[src/rtl/gsensor_pkg.sv]
// Shared definitions for the ADXL345 command sequencer.
// Contents: the sequencer state enum, ADXL345 register addresses, the
// power-up init table (as a lookup function) and the periodic read command.
package gsensor_pkg;

  typedef enum logic [2:0] {
    StPwrup,
    StLoad,
    StXfer,
    StGap,
    StWait,
    StPublish
  } state_e;

  // ADXL345 register addresses (6-bit SPI address field)
  localparam logic [5:0] AdxlBwRate     = 6'h2C;
  localparam logic [5:0] AdxlPowerCtl   = 6'h2D;
  localparam logic [5:0] AdxlIntEnable  = 6'h2E;
  localparam logic [5:0] AdxlDataFormat = 6'h31;
  localparam logic [5:0] AdxlDatax0     = 6'h32;

  localparam int unsigned INIT_LEN   = 4;
  localparam int unsigned FrameBytes = 6;

  // Command word layout: {R/W, MB, addr[5:0], wdata[7:0]}
  localparam logic [15:0] READ_CMD = {2'b11, AdxlDatax0, 8'h00};

  // Init writes, issued in index order; all single-byte writes.
  function automatic logic [15:0] init_cmd(input logic [1:0] idx);
    logic [15:0] cmd;
    unique case (idx)
      2'd0: cmd = {2'b00, AdxlDataFormat, 8'h40};  // 3-wire SPI, +/-2g
      2'd1: cmd = {2'b00, AdxlBwRate,     8'h09};  // 50 Hz output rate
      2'd2: cmd = {2'b00, AdxlIntEnable,  8'h00};  // no interrupts
      2'd3: cmd = {2'b00, AdxlPowerCtl,   8'h08};  // measure mode
    endcase
    return cmd;
  endfunction

endpackage

[src/rtl/gsensor_frame_asm.sv]
// Read-frame byte collector.
// Stores up to six received bytes in arrival order and presents them as
// little-endian signed 16-bit X/Y/Z words.
// Ports:
//   iSPI_CLK, iRst_n : clock, asynchronous active-low reset
//   clr_i            : clear the byte count (start of a new command)
//   capture_i        : one-cycle strobe, store data_i at the current count
//   data_i           : received byte
//   cnt_o            : bytes stored so far, saturates at six
//   overflow_o       : capture attempted with six bytes already stored
//   x_o, y_o, z_o    : assembled samples
module gsensor_frame_asm
  import gsensor_pkg::*;
#(
  parameter int unsigned SO_DataL = 8
) (
  input  logic                iSPI_CLK,
  input  logic                iRst_n,
  input  logic                clr_i,
  input  logic                capture_i,
  input  logic [SO_DataL-1:0] data_i,
  output logic [2:0]          cnt_o,
  output logic                overflow_o,
  output logic [15:0]         x_o,
  output logic [15:0]         y_o,
  output logic [15:0]         z_o
);

  localparam logic [2:0] CntFull = 3'(FrameBytes);

  logic [7:0] byte_q [FrameBytes];
  logic [2:0] cnt_q;

  always_ff @(posedge iSPI_CLK or negedge iRst_n) begin
    if (!iRst_n) begin
      cnt_q <= '0;
      for (int i = 0; i < FrameBytes; i++) begin
        byte_q[i] <= '0;
      end
    end else if (clr_i) begin
      cnt_q <= '0;
    end else if (capture_i && (cnt_q < CntFull)) begin
      byte_q[cnt_q] <= data_i[7:0];
      cnt_q         <= cnt_q + 3'd1;
    end
  end

  assign cnt_o      = cnt_q;
  assign overflow_o = capture_i && (cnt_q == CntFull);

  assign x_o = {byte_q[1], byte_q[0]};
  assign y_o = {byte_q[3], byte_q[2]};
  assign z_o = {byte_q[5], byte_q[4]};

endmodule

[src/rtl/gsensor_sequencer.sv]
// ADXL345 command sequencer feeding the 3-wire SPI controller.
// After reset it waits PWRUP_CYCLES, writes the init table, then issues a
// 6-byte burst read of DATAX0..DATAZ1 every SAMPLE_CYCLES and publishes the
// assembled X/Y/Z samples with a one-cycle strobe.
// Ports:
//   iSPI_CLK, iRst_n     : clock, asynchronous active-low reset
//   iSPI_END             : controller end-of-transfer
//   iS2P_DATA, iS2P_Dval : controller read byte and its valid level
//   oP2S_DATA            : command word {R/W, MB, addr, wdata}
//   oSPI_GO              : transfer request / chip select
//   oMultiBytes          : multi-byte enable, mirrors oP2S_DATA[14]
//   oX, oY, oZ, oDval    : latest samples and their update strobe
//   oInitDone            : init table completed
//   oFrameErr            : sticky, a read returned other than six bytes
module gsensor_sequencer
  import gsensor_pkg::*;
#(
  parameter int unsigned SI_DataL      = 16,
  parameter int unsigned SO_DataL      = 8,
  parameter int unsigned PWRUP_CYCLES  = 1024,
  parameter int unsigned GAP_CYCLES    = 2,
  parameter int unsigned SAMPLE_CYCLES = 4096
) (
  input  logic                iSPI_CLK,
  input  logic                iRst_n,
  input  logic                iSPI_END,
  input  logic [SO_DataL-1:0] iS2P_DATA,
  input  logic                iS2P_Dval,
  output logic [SI_DataL-1:0] oP2S_DATA,
  output logic                oSPI_GO,
  output logic                oMultiBytes,
  output logic [15:0]         oX,
  output logic [15:0]         oY,
  output logic [15:0]         oZ,
  output logic                oDval,
  output logic                oInitDone,
  output logic                oFrameErr
);

  localparam int unsigned PwrW = (PWRUP_CYCLES > 1) ? $clog2(PWRUP_CYCLES) : 1;
  localparam int unsigned TmrW = $clog2(SAMPLE_CYCLES);

  localparam logic [PwrW-1:0] PwrLast = PwrW'(PWRUP_CYCLES - 1);
  localparam logic [TmrW-1:0] TmrLoad = TmrW'(SAMPLE_CYCLES - 1);
  localparam logic [7:0]      GapLast = 8'(GAP_CYCLES - 1);
  localparam logic [2:0]      CntFull = 3'(FrameBytes);

  state_e              state_q, state_d;
  logic [PwrW-1:0]     pwr_cnt_q, pwr_cnt_d;
  logic [7:0]          gap_cnt_q, gap_cnt_d;
  logic                xfer_seen_q, xfer_seen_d;
  logic [1:0]          idx_q, idx_d;
  logic [TmrW-1:0]     tmr_q, tmr_d;
  logic [SI_DataL-1:0] p2s_q, p2s_d;
  logic                is_read_q, is_read_d;
  logic                init_done_q, init_done_d;
  logic                frame_err_q, frame_err_d;
  logic                dval_q, dval_d;
  logic [15:0]         x_q, x_d, y_q, y_d, z_q, z_d;
  logic                dval_prev_q;

  logic        frame_clr;
  logic        capture;
  logic [2:0]  frame_cnt;
  logic        frame_ovf;
  logic [15:0] asm_x, asm_y, asm_z;

  // Rising edge of the controller's byte-valid, only while a read is in flight
  assign capture = (state_q == StXfer) && is_read_q && iS2P_Dval && !dval_prev_q;

  gsensor_frame_asm #(
    .SO_DataL (SO_DataL)
  ) u_frame_asm (
    .iSPI_CLK   (iSPI_CLK),
    .iRst_n     (iRst_n),
    .clr_i      (frame_clr),
    .capture_i  (capture),
    .data_i     (iS2P_DATA),
    .cnt_o      (frame_cnt),
    .overflow_o (frame_ovf),
    .x_o        (asm_x),
    .y_o        (asm_y),
    .z_o        (asm_z)
  );

  always_comb begin
    state_d     = state_q;
    pwr_cnt_d   = pwr_cnt_q;
    gap_cnt_d   = gap_cnt_q;
    xfer_seen_d = xfer_seen_q;
    idx_d       = idx_q;
    tmr_d       = tmr_q;
    p2s_d       = p2s_q;
    is_read_d   = is_read_q;
    init_done_d = init_done_q;
    frame_err_d = frame_err_q;
    dval_d      = 1'b0;
    x_d         = x_q;
    y_d         = y_q;
    z_d         = z_q;
    frame_clr   = 1'b0;

    // Sample timer free-runs once init is done and parks at zero when expired
    if (init_done_q && (tmr_q != '0)) begin
      tmr_d = tmr_q - TmrW'(1);
    end

    if (frame_ovf) begin
      frame_err_d = 1'b1;
    end

    unique case (state_q)
      StPwrup: begin
        if (pwr_cnt_q == PwrLast) begin
          state_d = StLoad;
        end else begin
          pwr_cnt_d = pwr_cnt_q + PwrW'(1);
        end
      end
      StLoad: begin
        frame_clr   = 1'b1;
        xfer_seen_d = 1'b0;
        is_read_d   = init_done_q;
        p2s_d       = init_done_q ? SI_DataL'(READ_CMD) : SI_DataL'(init_cmd(idx_q));
        state_d     = StXfer;
      end
      StXfer: begin
        xfer_seen_d = 1'b1;
        // END is still high from idle on the first GO cycle; ignore it there
        if (iSPI_END && xfer_seen_q) begin
          gap_cnt_d = '0;
          state_d   = StGap;
        end
      end
      StGap: begin
        if (gap_cnt_q == GapLast) begin
          gap_cnt_d = '0;
          if (!init_done_q) begin
            if (idx_q == 2'(INIT_LEN - 1)) begin
              init_done_d = 1'b1;
              state_d     = StWait;
            end else begin
              idx_d   = idx_q + 2'd1;
              state_d = StLoad;
            end
          end else if (is_read_q) begin
            state_d = StPublish;
          end else begin
            state_d = StWait;
          end
        end else begin
          gap_cnt_d = gap_cnt_q + 8'd1;
        end
      end
      StWait: begin
        // Reload on the way into the read LOAD so start-to-start is exact
        if (tmr_q == '0) begin
          tmr_d   = TmrLoad;
          state_d = StLoad;
        end
      end
      StPublish: begin
        if (frame_cnt == CntFull) begin
          x_d    = asm_x;
          y_d    = asm_y;
          z_d    = asm_z;
          dval_d = 1'b1;
        end else begin
          frame_err_d = 1'b1;
        end
        state_d = StWait;
      end
      default: state_d = StPwrup;
    endcase
  end

  always_ff @(posedge iSPI_CLK or negedge iRst_n) begin
    if (!iRst_n) begin
      state_q     <= StPwrup;
      pwr_cnt_q   <= '0;
      gap_cnt_q   <= '0;
      xfer_seen_q <= 1'b0;
      idx_q       <= '0;
      tmr_q       <= '0;
      p2s_q       <= '0;
      is_read_q   <= 1'b0;
      init_done_q <= 1'b0;
      frame_err_q <= 1'b0;
      dval_q      <= 1'b0;
      x_q         <= '0;
      y_q         <= '0;
      z_q         <= '0;
      dval_prev_q <= 1'b0;
    end else begin
      state_q     <= state_d;
      pwr_cnt_q   <= pwr_cnt_d;
      gap_cnt_q   <= gap_cnt_d;
      xfer_seen_q <= xfer_seen_d;
      idx_q       <= idx_d;
      tmr_q       <= tmr_d;
      p2s_q       <= p2s_d;
      is_read_q   <= is_read_d;
      init_done_q <= init_done_d;
      frame_err_q <= frame_err_d;
      dval_q      <= dval_d;
      x_q         <= x_d;
      y_q         <= y_d;
      z_q         <= z_d;
      dval_prev_q <= iS2P_Dval;
    end
  end

  // GO follows the state register directly so reset drops it without a clock
  assign oSPI_GO     = (state_q == StXfer);
  assign oP2S_DATA   = p2s_q;
  assign oMultiBytes = p2s_q[14];
  assign oX          = x_q;
  assign oY          = y_q;
  assign oZ          = z_q;
  assign oDval       = dval_q;
  assign oInitDone   = init_done_q;
  assign oFrameErr   = frame_err_q;

endmodule
[config.mk]
export PLATFORM = sky130hd
export DESIGN_NAME = gsensor_sequencer
export DESIGN_NICKNAME = d
export VERILOG_FILES = /design/src/rtl/gsensor_pkg.sv /design/src/rtl/gsensor_frame_asm.sv /design/src/rtl/gsensor_sequencer.sv
export SDC_FILE = /design/constraint.sdc
export NUM_CORES = 1
export LEC_CHECK = 0
export ABC_AREA = 1
export CAP_MARGIN = 15
export CORE_UTILIZATION = 55
export DETAILED_ROUTE_END_ITERATION = 7
export PLACE_DENSITY = 0.79
export SLEW_MARGIN = 20
export SYNTH_ARGS = -nofsm -noshare
export SYNTH_HDL_FRONTEND = slang
export SYNTH_SLANG_ARGS = --single-unit
[constraint.sdc]
create_clock -name iSPI_CLK -period 2.04 [get_ports iSPI_CLK]
set_input_delay 0.408 -clock iSPI_CLK [delete_from_list [all_inputs] [get_ports iSPI_CLK]]
set_output_delay 0.408 -clock iSPI_CLK [all_outputs]
set_load 0.01 [all_outputs]
# Word level (Yosys, flattened, before mapping)
# Index checks and enable logic that the tools add are counted.
dict set report totals {
  regBits 156
  output_inout_bits 69
  mem_bits_ro 0
  input_bits 12
  n_memories 0
  latch_bits 0
  mem_bits_rw 0
  wordCells 103
}
dict set report op_classes {
  eq_ne 15
  reduce_logical 23
  magnitude_cmp 3
  div_mod_pow 0
  multipliers 0
  add_sub_neg 5
  shift 0
  n_bitwise 5
  mux 30
}
# op n
set ops {}
lappend ops {{case mux 16 bit (4 select lines)} 1}
lappend ops {{bitwise mux 48 bit} 1}
lappend ops {{two-way mux 12 bit} 3}
lappend ops {{demux 8 bit (select 3 bit)} 1}
lappend ops {{two-way mux 3 bit} 8}
lappend ops {{two-way mux 8 bit} 3}
lappend ops {{case mux 3 bit (6 select lines)} 1}
lappend ops {{two-way mux 16 bit} 1}
lappend ops {{case mux 8 bit (2 select lines)} 1}
lappend ops {{zero test 12 bit} 1}
lappend ops {{nonzero test 12 bit} 1}
lappend ops {{subtractor 12 x 1 -> 12 bit, second input constant} 1}
lappend ops {{adder 10 x 1 -> 10 bit, second input constant} 1}
lappend ops {{== test 10 bit, second input constant} 1}
lappend ops {{AND reduction 2 bit} 5}
lappend ops {{== test 3 bit, second input constant} 3}
lappend ops {{two-way mux 1 bit} 9}
lappend ops {{adder 8 x 1 -> 8 bit, second input constant} 1}
lappend ops {{== test 8 x 1 -> 1 bit, second input constant} 1}
lappend ops {{logical AND 1 bit} 8}
lappend ops {{AND reduction 4 bit} 2}
lappend ops {{== test 3 x 2 -> 1 bit, second input constant} 2}
lappend ops {{inequality test 2 bit, second input constant} 3}
lappend ops {{nonzero test 2 bit} 3}
lappend ops {{other kinds (15)} 19}

# Logic depth before layout (Yosys ltp)
dict set report logic_depth {
  depth_word 8
  depth_mapped 10
  depth_no_buf 10
}

# By module
# A second synthesis with hierarchy kept.
dict set report hier_totals {
  hier_cells 791
  hier_area_um2 6697.7
}
# mod cells_per_inst area_per_inst_um2 n_inst
set modules_own_cells {}
lappend modules_own_cells {gsensor_sequencer 554 4578.1 1}
lappend modules_own_cells {gsensor_frame_asm 237 2119.5 1}

# Worst setup path before layout
# Ideal clock, no wire load.
dict set report synth_path {
  path_type {register to register}
  start {register u_frame_asm.cnt_q[0] (netlist: u_frame_asm.cnt_o[0])}
  end {register x_q[10] (netlist: oX[10])}
  slack_ns 0.327
  path_buffers 2
  setup_time_ns 0.125
  required_time_ns 1.915
  arrival_ns 1.588
  path_stages_with_launch 8
  path_cell_list {dfrtp_1 > inv_1 > ha_1 > nand2_1 > nor2_2 > buf_6 > buf_6 > mux2_2}
}
dict set report synth_via {
  elab_chain_cells 2
}
# element line
set synth_lines {}
lappend synth_lines {{from (decl)} gsensor_frame_asm.sv:32} ;# logic [2:0] cnt_q;
lappend synth_lines {{from (signal assigned)} gsensor_frame_asm.sv:44} ;# cnt_q <= cnt_q + 3'd1;
lappend synth_lines {{== test 3 bit} gsensor_sequencer.sv:163} ;# if (frame_cnt == CntFull) begin
lappend synth_lines {{AND reduction 2 bit (no line)} n/a}
lappend synth_lines {{to (signal assigned)} gsensor_sequencer.sv:190} ;# x_q <= '0;
lappend synth_lines {{to (signal assigned)} gsensor_sequencer.sv:206} ;# x_q <= x_d;
lappend synth_lines {{to (decl)} gsensor_sequencer.sv:59} ;# logic [15:0] x_q, x_d, y_q, y_d, z_q, z_d;
# Every way passes these cells.
# A chain may end at the register's enable or synchronous reset.

# Worst setup path in the final report
dict set report layout_path {
  start {register init_done_q (netlist: oInitDone)}
  end {output port oInitDone}
}
# element line
set layout_lines {}
lappend layout_lines {{from (decl)} gsensor_sequencer.sv:56} ;# logic init_done_q, init_done_d;
lappend layout_lines {{from (signal assigned)} gsensor_sequencer.sv:203} ;# init_done_q <= init_done_d;
lappend layout_lines {{to (decl)} gsensor_sequencer.sv:36} ;# output logic oInitDone,
# No word-level cell between the ends.

==> out/results.ini <==
[die]
rows = 39
dieArea_um2 = 12100
core_um2 = 11400
initial_utilization_pct = 56.3
die_y_um = 110
io_pins = 81
die_w_um = 110

[critical_path]
cp-end-kind = output port
critical_path_buf_inv_count = 1
r2r_cells = 9
crit_chain = clkdlybuf4s50_1
r2r-start = tmr_q[0]
critical_path.startpoint = oInitDone
critPathTopFamily = buffers and inverters
cpPeakStageDelay_ns = 0.59
cp.depth = 1
critPathMaxFanout = 8
crit_type = reg2out
cp.arrival_ns = 1.49
slowest_stage = clkdlybuf4s50_1
start_kind = flip-flop
cp.required_ns = 1.63

[synthesis]
synth.top_cell.area_share_pct = 57.7
syn_inst = 627
synth_cell_types = 39
synth_enable_flop_cells = 0
synth_area_leaders = dfrtp_1 (58%), mux2_2 (8.4%), nand2_1 (7.9%), inv_1 (2.9%), nor2_1 (2.9%)
async_reset_ff_share_pct = 100
ys.flop_type = dfrtp_1
syn_area_um2 = 6420
syn_avg_cell_area_um2 = 10.2
ys_ff_latch = 148
synth.largest_area_cell = dfrtp_1
ys_seq_area_share_pct = 57.7
yosys_warnings = 0

[sta]
clock.fmax_ghz = 0.526
rsz0062_at_grt = no
finalCritPeriodShare_pct = 93.2
finalHoldViolCount = 0
skew_ns = 0.00910
holdWs_ns = 0.458
setup_viol = 0
drv_slew = 0
min_period_ns = 1.90
setup_slack_ns = 0.138

[cts]
clk_pin_slew_ns = 0.06
htree_levels = 4
clock-root-buffer = clkbuf_16
cts.sinks = 148
cts-buffers-inserted = 17
cts_tree = done
clockBufferDepth = 2
clock_latency_ns = 0.43

[place]
pre_cts_slack_ns = -0.0519
place_inst = 837
dpl.hpwl_mm = 9.14
place.gp.congestion = 0.894
port-buffer-count = 75

[power_and_ir_drop]
total_power_mw = 6.42
vdd_drop_max_v = 0.000709
power.leakage_nw = 3.98
power_density_nw_per_um2 = 802

[final_layout]
fin_cells = 872
final_core_util_pct = 70.1
nNetsFinal = 740
n_fill_cell = 812
antennaDiodeCount = 0
drive_gt1_share_pct = 15.6
area_growth_pct = 24.6

[route]
drc = 0
drt_iter0_drc = 263
viasPerCell = 5.37
drt_wl_total_mm = 14.0
dr.pass1.iters = 5
num_vias = 4681
wl_per_cell_um = 16.1
ant_nets = 0

[grt]
grt_pass1_wl_mm = 23.1
grt_overflow = 0
grt_pass1_vias = 4763
grt_max_degree = 50
grt_use_total_pct = 25.6
antenna_found_initial = 0

[status]
run_status = finished, final reports clean

[min_path]
holdPathStages = 1
hp-class = in2reg
min_from = iS2P_Dval

[job]
drv_cap = 0

## power by group
| group | total [mW] | switching (mW) | internal (mW) |
|---|---|---|---|
| registers | 2.94 | 0.000247 | 2.94 |
| logic | 0.119 | 0.0872 | 0.0315 |
| clock network | 3.37 | 1.27 | 2.10 |
| total | 6.42 | 1.35 | 5.07 |
## final cells by class
type | instances | area, µm² | area share, %
Tap cell | 143 | 179 | 2.24
Clock buffer | 19 | 443 | 5.53
Timing Repair Buffer | 90 | 916 | 11.4
Inverter | 53 | 199 | 2.49
Sequential cell | 148 | 3700 | 46.3
Multi-Input combinational cell | 406 | 2370 | 29.6
Clock inverter | 13 | 195 | 2.44
## what timing repair did
| action | in CTS | in global routing |
|---|---|---|
| setup endpoints to repair | 1 | 0 |
| buffers inserted | 2 | 0 |
| gates resized for setup | 2 | 0 |
| endpoints found under the hold margin | 38 | 0 |
| hold buffers | 1 | 0 |
## Yosys cell counts (4+ instances only)
cell      number
mux2_2        48
dfrtp_1      148
buf_4         13
o211ai_1       4
nand3_1       23
nor2_1        49
ha_1          12
buf_2          4
inv_1         50
buf_6          4
o22ai_1        4
o21ai_0       35
xor2_1        10
o21ai_1       33
nand2_1      135
a21oi_1        4
nand4_1        8
xnor2_1        4
nor3_1         4
## registers in the layout, summed over array words and instances (netlist names), 8 cells and up
register and count:
oZ 16, gap_cnt_q 8, tmr_q 12, pwr_cnt_q 10, oY 16, oX 16, u_frame_asm.y_o 16, u_frame_asm.z_o 16
oP2S_DATA 9, u_frame_asm.x_o 16
## routing by layer
| metal | routed length [µm] | vias up | share of wire [%] | global-route usage (%) |
|---|---|---|---|---|
| li1 | - | 2225 | - | - |
| met1 | 6010 | 2292 | 43 | 31.3 |
| met2 | 7050 | 137 | 50 | 42.7 |
| met3 | 728 | 27 | 5.2 | 8.00 |
| met4 | 237 | 0 | 1.7 | 9.52 |
| met5 | 0 | - | 0 | 0 |
## per-stage QoR
| step | setup TNS, ns | area (µm²) |
|---|---|---|
| after floorplan | 0 | 6440 |
| after global placement | 0 | 7340 |
| after detailed placement | -0.341 | 7340 |
| after CTS | 0 | 8000 |
| after global routing | 0 | 8000 |
| final | 0 | 8000 |
## cell usage in the layout, fill, tap and decap left out, types with 3 or more instances in the layout
| cell | n |
|---|---|
| a21oi_1 | 4 |
| buf_12 | 4 |
| buf_4 | 10 |
| bufinv_16 | 4 |
| clkbuf_16 | 17 |
| clkdlybuf4s50_1 | 73 |
| conb_1 | 5 |
| dfrtp_1 | 147 |
| ha_1 | 12 |
| inv_1 | 50 |
| inv_2 | 3 |
| inv_6 | 3 |
| mux2_2 | 48 |
| nand2_1 | 135 |
| nand3_1 | 23 |
| nand3b_1 | 3 |
| nand4_1 | 8 |
| nor2_1 | 49 |
| nor2_4 | 4 |
| nor3_1 | 4 |
| o211ai_1 | 4 |
| o21ai_0 | 35 |
| o21ai_1 | 33 |
| o22ai_1 | 4 |
| xnor2_1 | 4 |
| xor2_1 | 10 |
## logic make-up (layout without fill, tap and decap cells)
kind of cell,after synthesis,in the layout,synth area share (%)
buffers and inverters,77,175,5.80
flip-flops,148,148,57.7
multiplexers,48,48,8.41
XOR/XNOR,14,14,1.91
other,1,5,0.0584
adder cells (fa/ha/maj),12,12,2.34
AO/OA/AOI/OAI,89,89,7.58
AND/OR/NAND/NOR,238,238,16.2
## path summary, 6_finish.rpt
kind | to | slack (ns)
max in group asynchronous | tmr_q[3] | 0.97
worst min register to register | oP2S_DATA[13] | 0.47
worst min-delay path | dval_prev_q | 0.46
worst max-delay path | oInitDone | 0.14
min in group asynchronous | gap_cnt_q[5] | 0.48
worst max register to register | tmr_q[3] | 0.22
Note: power is estimated with default switching activity, not from simulation.
